==> src/rtl/core_mem_lsu.sv <==
// Load/store unit between the EX stage and a single-outstanding memory bus.
// Handles lane steering for stores, load extraction and misalignment drops.
module core_mem_lsu #(
  parameter int XLEN = 32
) (
  input  logic            clk,
  input  logic            rst,
  input  logic            ex_valid,
  output logic            ex_ready,
  input  logic [XLEN-1:0] ex_addr,
  input  logic [XLEN-1:0] ex_wdata,
  input  logic            ex_is_load,
  input  logic            ex_is_store,
  input  logic [1:0]      ex_size,
  input  logic            ex_unsigned,
  input  logic [4:0]      ex_rd,
  output logic            mem_req_valid,
  input  logic            mem_req_ready,
  output logic [XLEN-1:0] mem_req_addr,
  output logic            mem_req_we,
  output logic [3:0]      mem_req_wstrb,
  output logic [XLEN-1:0] mem_req_wdata,
  input  logic            mem_rsp_valid,
  input  logic [XLEN-1:0] mem_rsp_rdata,
  output logic            wb_valid,
  output logic [4:0]      wb_rd,
  output logic [XLEN-1:0] wb_data,
  output logic            wb_misalign
);

  typedef enum logic [1:0] {
    IDLE = 2'd0,
    REQ  = 2'd1,
    WAIT = 2'd2
  } state_t;

  state_t            state_r;
  state_t            state_nxt_s;
  logic              accept_s;
  logic              mem_op_s;
  logic              misalign_s;
  logic              issue_s;
  logic              retire_s;
  logic [3:0]        wstrb_s;
  logic [XLEN-1:0]   wdata_s;

  logic              req_valid_r;
  logic [XLEN-1:0]   req_addr_r;
  logic              req_we_r;
  logic [3:0]        req_wstrb_r;
  logic [XLEN-1:0]   req_wdata_r;
  logic [1:0]        addr_lo_r;
  logic [1:0]        size_r;
  logic              unsigned_r;
  logic [4:0]        rd_r;

  // Size 11 is reserved and always dropped as misaligned.
  function automatic logic is_misaligned(input logic [1:0] size, input logic [1:0] lo);
    logic bad;
    case (size)
      2'b00:   bad = 1'b0;
      2'b01:   bad = lo[0];
      2'b10:   bad = (lo != 2'b00);
      default: bad = 1'b1;
    endcase
    return bad;
  endfunction

  function automatic logic [31:0] extract_load(input logic [31:0] rdata, input logic [1:0] size,
                                               input logic [1:0] lo, input logic uns);
    logic [7:0]  b;
    logic [15:0] h;
    logic [31:0] res;
    case (lo)
      2'd0:    b = rdata[7:0];
      2'd1:    b = rdata[15:8];
      2'd2:    b = rdata[23:16];
      default: b = rdata[31:24];
    endcase
    h = lo[1] ? rdata[31:16] : rdata[15:0];
    case (size)
      2'b00:   res = uns ? {24'd0, b} : {{24{b[7]}}, b};
      2'b01:   res = uns ? {16'd0, h} : {{16{h[15]}}, h};
      default: res = rdata;
    endcase
    return res;
  endfunction

  assign ex_ready   = (state_r == IDLE) && !rst;
  assign accept_s   = ex_valid && ex_ready;
  assign mem_op_s   = ex_is_load || ex_is_store;
  assign misalign_s = is_misaligned(ex_size, ex_addr[1:0]);
  assign issue_s    = accept_s && mem_op_s && !misalign_s;
  assign retire_s   = (state_r == WAIT) && mem_rsp_valid;

  assign mem_req_valid = req_valid_r;
  assign mem_req_addr  = req_addr_r;
  assign mem_req_we    = req_we_r;
  assign mem_req_wstrb = req_wstrb_r;
  assign mem_req_wdata = req_wdata_r;

  // Next-state logic; responses only count while waiting for them.
  always_comb begin
    state_nxt_s = state_r;
    case (state_r)
      IDLE: begin
        if (issue_s) state_nxt_s = REQ;
        else         state_nxt_s = IDLE;
      end
      REQ: begin
        if (mem_req_ready) state_nxt_s = WAIT;
        else               state_nxt_s = REQ;
      end
      WAIT: begin
        if (mem_rsp_valid) state_nxt_s = IDLE;
        else               state_nxt_s = WAIT;
      end
      default: state_nxt_s = IDLE;
    endcase
  end

  // State register.
  always_ff @(posedge clk) begin
    if (rst) state_r <= IDLE;
    else     state_r <= state_nxt_s;
  end

  // Store lane steering from the incoming op.
  always_comb begin
    wstrb_s = 4'b0000;
    wdata_s = ex_wdata;
    if (ex_is_store) begin
      case (ex_size)
        2'b00: begin
          wstrb_s = 4'b0001 << ex_addr[1:0];
          wdata_s = {4{ex_wdata[7:0]}};
        end
        2'b01: begin
          wstrb_s = 4'b0011 << {ex_addr[1], 1'b0};
          wdata_s = {2{ex_wdata[15:0]}};
        end
        2'b10: begin
          wstrb_s = 4'b1111;
          wdata_s = ex_wdata;
        end
        default: begin
          wstrb_s = 4'b0000;
          wdata_s = ex_wdata;
        end
      endcase
    end else begin
      wstrb_s = 4'b0000;
      wdata_s = ex_wdata;
    end
  end

  // Op capture at accept; fields hold until the op retires.
  always_ff @(posedge clk) begin
    if (rst) begin
      req_valid_r <= 1'b0;
      req_addr_r  <= 32'd0;
      req_we_r    <= 1'b0;
      req_wstrb_r <= 4'b0000;
      req_wdata_r <= 32'd0;
      addr_lo_r   <= 2'd0;
      size_r      <= 2'd0;
      unsigned_r  <= 1'b0;
      rd_r        <= 5'd0;
    end else begin
      req_valid_r <= (state_nxt_s == REQ);
      if (issue_s) begin
        req_addr_r  <= {ex_addr[31:2], 2'b00};
        req_we_r    <= ex_is_store;
        req_wstrb_r <= wstrb_s;
        req_wdata_r <= wdata_s;
        addr_lo_r   <= ex_addr[1:0];
        size_r      <= ex_size;
        unsigned_r  <= ex_unsigned;
        rd_r        <= ex_rd;
      end
    end
  end

  // Writeback and misalign pulses; they come from disjoint states so never overlap.
  always_ff @(posedge clk) begin
    if (rst) begin
      wb_valid    <= 1'b0;
      wb_misalign <= 1'b0;
      wb_rd       <= 5'd0;
      wb_data     <= 32'd0;
    end else begin
      wb_valid    <= retire_s && !req_we_r;
      wb_misalign <= accept_s && mem_op_s && misalign_s;
      if (retire_s && !req_we_r) begin
        wb_rd   <= rd_r;
        wb_data <= extract_load(mem_rsp_rdata, size_r, addr_lo_r, unsigned_r);
      end
    end
  end

endmodule
==> config.mk <==
export PLATFORM = sky130hd
export DESIGN_NAME = core_mem_lsu
export DESIGN_NICKNAME = d
export VERILOG_FILES = /design/src/rtl/core_mem_lsu.sv
export SDC_FILE = /design/constraint.sdc
export NUM_CORES = 1
export LEC_CHECK = 0
export BUFFER_PORTS_ARGS = -buffer_cell sky130_fd_sc_hd__buf_2
export CORE_MARGIN = 2
export CORE_UTILIZATION = 35
export CTS_CLUSTER_DIAMETER = 80
export DETAILED_ROUTE_END_ITERATION = 8
export GPL_TIMING_DRIVEN = 0
export PLACE_DENSITY = 0.63
export SYNTH_ARGS = -nofsm -noshare
export SYNTH_HDL_FRONTEND = slang
export SYNTH_SLANG_ARGS = --single-unit
==> constraint.sdc <==
create_clock -name clk -period 2.5 [get_ports clk]
set_input_delay 0.25 -clock clk [delete_from_list [all_inputs] [get_ports clk]]
set_output_delay 0.25 -clock clk [all_outputs]
set_load 0.01 [all_outputs]
**Yosys cells after proc, flatten, opt, wreduce, memory -nomap -nowiden**

Cells that the tools add are included.

- Latch bits: 0
- Output and inout port bits: 110
- Word-level logic and storage cells: 54
- Flip-flop bits (word level): 119
- RAM bits: 0
- Memory bits (read-only): 0
- Input bits: 111
- Memories kept: 0

- Shift-type cells: 2
- Multiply operators: 0
- Muxes and demuxes: 14
- Eq/ne operators: 8
- Divide/modulo/power cells: 0
- Bitwise operators: 0
- Reduce and logical (&&, ||, !) cells: 16
- Add/subtract/negate cells: 0
- Magnitude comparators: 0

Operators by type and width:

| kind | count |
|---|---|
| case mux 32 bit (2 select lines) | 2 |
| 2-to-1 mux 32 bit | 3 |
| case mux 8 bit (3 select lines) | 1 |
| 2-to-1 mux 16 bit | 1 |
| case mux 4 bit (3 select lines) | 1 |
| == test 2 x 1 -> 1 bit, second input constant | 5 |
| logical NOT 2 bit | 4 |
| logical AND 1 bit | 7 |
| == test 2 bit, second input constant | 3 |
| case mux 2 bit (3 select lines) | 1 |
| 2-to-1 mux 2 bit | 2 |
| 2-to-1 mux 4 bit | 1 |
| << shifter 1 x 2 -> 4 bit, first input constant | 1 |
| << shifter 2 x 2 -> 4 bit, first input constant | 1 |
| logical NOT 1 bit | 3 |
| case mux 1 bit (3 select lines) | 1 |
| nonzero test 2 bit | 1 |
| logical OR 1 bit | 1 |
| 2-to-1 mux 1 bit | 1 |

**Depth between registers and ports, before layout**

- Depth after elaboration: 8
- Depth in mapped cells: 7
- Depth with buffers taken out: 4

**Worst setup path before layout**

OpenSTA, ideal clock, no wires.

- Path type: reg-to-reg
- Start point: reg state_r[0]
- End point: reg wb_data[15]
- Required time: 2,355 ps
- Cell stages (with the launch flop): 4
- Setup slack: 1,018 ps
- Clock period less this slack: 1,482 ps
- Arrival time: 1,336 ps
- Cell sequence: dfxtp_1 nand4bb_2 nor4_2 a211oi_1

- Word-level cells in the longest chain between the ends: 3

Ends and longest elaborated chain:

| item | RTL line | RTL |
|---|---|---|
| start: declaration | 37 | `state_t state_r;` |
| start signal: assignment | 125 | `else state_r <= state_nxt_s;` |
| == test 2 bit | 94 | `assign retire_s = (state_r == WAIT) && mem_rsp_valid;` |
| logical AND 1 bit | 94 |  |
| logical AND 1 bit | 194 | `if (retire_s && !req_we_r) begin` |
| end signal: assignment | 196 | `wb_data <= extract_load(mem_rsp_rdata, size_r, addr_lo_r, unsigned_r);` |
| end: declaration | 27 | `output logic [XLEN-1:0] wb_data,` |

No other way between the ends.
A chain may end at the register's enable or synchronous reset.

**Worst setup path after layout**

- Start point: reg state_r[0]
- End point: reg wb_data[8]

Same word-level chain as after synthesis.

==> impl_metrics.tcl <==
set metrics [dict create \
    rr_worst_depth 3 \
    drt_wl_total_um 16970 \
    fin_skew_ns 0.005082 \
    dieArea_um2 15270 \
    portBuffers 216 \
    num_rows 43 \
    cp.arrival_ns 2.21 \
    relSlewSlack 0.3990 \
    timing.final.ws_setup_ns 0.5266 \
    endpoint "wb_data[8]$_SDFFE_PP0P_" \
    leakage_nw 2.961 \
    synth_xor_area_frac 0 \
    worstPathMaxFanout 8 \
    hold_viol 0 \
    layoutNonFillerInstCount 1050 \
    dieWidth_um 123.6 \
    regArea_um2 2382 \
    avgSynthCellArea_um2 8.059 \
    syn-instance-count 621 \
    clock_path_buffers 2 \
    critPathSlowestCell "nor4_2" \
    numCtsBuffers 17 \
    r2r_setup_slack_ns 0.53 \
    tightest_slew_ns 0.8941 \
    critPathLaunchType "flop" \
    cts-resized-gates 0 \
    gr-total-overflow 0 \
    syn-cell-area_um2 5005 \
    routed_via_density 5.002 \
    crit_required_ns 2.74 \
    antenna_left 0 \
    grt_pass1_wl_um 25610 \
    ys_types 36 \
    grt_use_total 0.2215 \
    grt_setup_unrepaired "false" \
    period_share 0.7894 \
    total_power_mw 4.933 \
    multi_input_area_um2 2360 \
    hold_buffers 0 \
    initial_core_util 0.3592 \
    final.setup.tns_ns 0 \
    fmax_mhz 506.7 \
    fillers 1440 \
    antennaDiodeCount 0 \
    core_area_um2 13930 \
    synthAdderAreaFrac 0 \
    ys_seq_area_frac 0.4760 \
    yosysTopAreaCellShare 0.4760 \
    dpl.cell_count 1018 \
    ys_warn_count 0 \
    die_h_um 123.6 \
    end_kind "flop" \
    postCtsSetupBuffers 0 \
    clk_latency_ns 0.41 \
    cellPowerDensity_nw_per_um2 713.1 \
    peakVddDrop_uv 436.1 \
    pre_cts_slack_ns 0.5453 \
    yosys.area.top_type "dfxtp_1" \
    design_area_um2 6918 \
    cts-root-buf "clkbuf_16" \
    place_area_um2 6315 \
    max_cap_violations 0 \
    place_congestion 0.8548 \
    worstSetupStartpoint "state_r[0]$_SDFF_PP0_" \
    timing.rr.end "wb_data[8]$_SDFFE_PP0P_" \
    synth_top_family_by_area "simple AND/OR/NAND/NOR gates" \
    holdWs_ns 0.05888 \
    io_pins 221 \
    drc 0 \
    hpwl_um 12880 \
    hold_class "in -> reg" \
    h-tree-depth 4 \
    drt-pass1-iter-count 5 \
    dr.first_iter.drc_count 406 \
    synth_compound_area_frac 0.2103 \
    synthTopCellsByArea "dfxtp_1 48%, nand2_1 11%, a21oi_1 6.7%, nand3b_1 5.3%, nor2_1 4.0%" \
    fin_util 0.4965 \
    setup_violations 0 \
    grt_antenna_before_repair 0 \
    maxSlewViolCount 0 \
    slowest_delay_ns 0.85 \
    fin_nets 968 \
    grt_pass1_vias 4822 \
    final_layout_size_suffix_gt1_frac 0.3149 \
    crit_type "reg -> reg" \
    grt_start_max_net_pins 17 \
    synth-simple-area-share 0.2393 \
    r2r-start "state_r[0]$_SDFF_PP0_" \
    synthToLayoutAreaGrowth_pct 38.22 \
    muxShareOfSynthArea 0.02050 \
    clkSinkCount 119 \
    cts_tree "built" \
    vias 5252 \
    synth_seq_cells 119 \
    wl_per_cell_um 16.16 \
    period_needed_ns 1.973 \
    clk_pin_slew_ns 0.05 \
    outcome "finished clean" \
    crit_chain "nand4bb_2 -> nor4_2 -> a211oi_1" \
]
Yosys cell counts, drive strengths merged:
library cell / instances
a21oi: 68
clkbuf: 32
mux2: 2
inv: 11
nor2b: 3
nor2: 53
nand3b: 35
nor4: 2
nand2b: 10
and4bb: 1
a221oi: 1
o21ba: 1
dfxtp: 119
nor3: 5
nand2: 150
a211oi: 25
o21a: 1
nand4bb: 1
conb: 1
nor3b: 1
buf: 20
o21ai: 33
o211a: 1
a32oi: 1
a22o: 1
mux2i: 8
o41ai: 18
a311oi: 9
o21bai: 1
o31ai: 6
o211ai: 1
metal layers:
| metal | wire length, um | vias to the layer above | global-route usage |
|---|---|---|---|
| li1 | - | 2620 | - |
| met1 | 7324 | 2393 | 0.2792 |
| met2 | 7910 | 216 | 0.3551 |
| met3 | 1504 | 23 | 0.07601 |
| met4 | 233 | 0 | 0.07244 |
| met5 | 0 | - | 0 |
worst min-delay path by stage:
stage | cells after the start | start | to
3_3_place_gp | 2 | mem_req_addr[14]$_SDFFE_PP0P_ | mem_req_addr[14]$_SDFFE_PP0P_
5_1_grt | 2 | mem_req_ready | state_r[0]$_SDFF_PP0_
6_report | 2 | mem_req_ready | state_r[0]$_SDFF_PP0_
2_1_floorplan | 1 | mem_req_ready | mem_req_valid$_SDFF_PP0_
3_5_place_dp | 2 | mem_req_addr[5]$_SDFFE_PP0P_ | mem_req_addr[5]$_SDFFE_PP0P_
4_1_cts | 2 | mem_req_ready | state_r[0]$_SDFF_PP0_
sequential cells by signal, summed over array words and instances (netlist names):
register       flops
mem_req_wdata     32
wb_data           32
mem_req_addr      30
rd_r               5
wb_rd              5
mem_req_wstrb      4
addr_lo_r          2
size_r             2
state_r            2
mem_req_valid      1
mem_req_we         1
unsigned_r         1
wb_misalign        1
wb_valid           1
kinds of logic (layout without fill, tap and decap cells):
kind of cell,after synthesis,after routing
AND/OR/NAND/NOR,261,261
AO/OA/AOI/OAI,167,167
flip-flops,119,119
buffers and inverters,63,311
multiplexers,10,10
other,1,2
critical path: cells and delay by family (launching register included):
family	cells	cell delay, ns
AOI/OAI and AO/OA	1	0.18
and+or+nand+nor	2	1.26
DFF	1	0.37
power breakdown:
part           internal (mW)  switching, mW  total, mW
Clock                   1.57          0.910       2.48
Sequential              1.95         0.0297       1.98
Combinational          0.190          0.283      0.472
Total                   3.71           1.22       4.93
cells in the final DEF (no fill, tap or decap), drive strengths merged, types with 2 or more instances in the layout:
cell      Yosys  layout
nor4          2       2
nor3          5       5
mux2          2       2
inv          11      13
nor2b         3       3
conb          1       2
a211oi       25      25
o31ai         6       6
nor2         53      53
nand3b       35      35
clkbuf       32      50
nand2       150     150
clkinv        0       5
dfxtp       119     119
buf          20     236
o41ai        18      18
o21ai        33      33
a21oi        68      68
bufinv        0       3
clkinvlp      0       4
nand2b       10      10
mux2i         8       8
a311oi        9       9
area by class of cell:
class                   instances  area share
repair buffers                216      0.1563
clock buffers                  18     0.06204
flip-flops and latches        119      0.3444
plain buffers                  52     0.03256
clock inverters                14     0.02514
multi-input cells             440      0.3411
inverters                      11    0.005969
well taps                     180     0.03256
(Power assumes the default switching activity.)
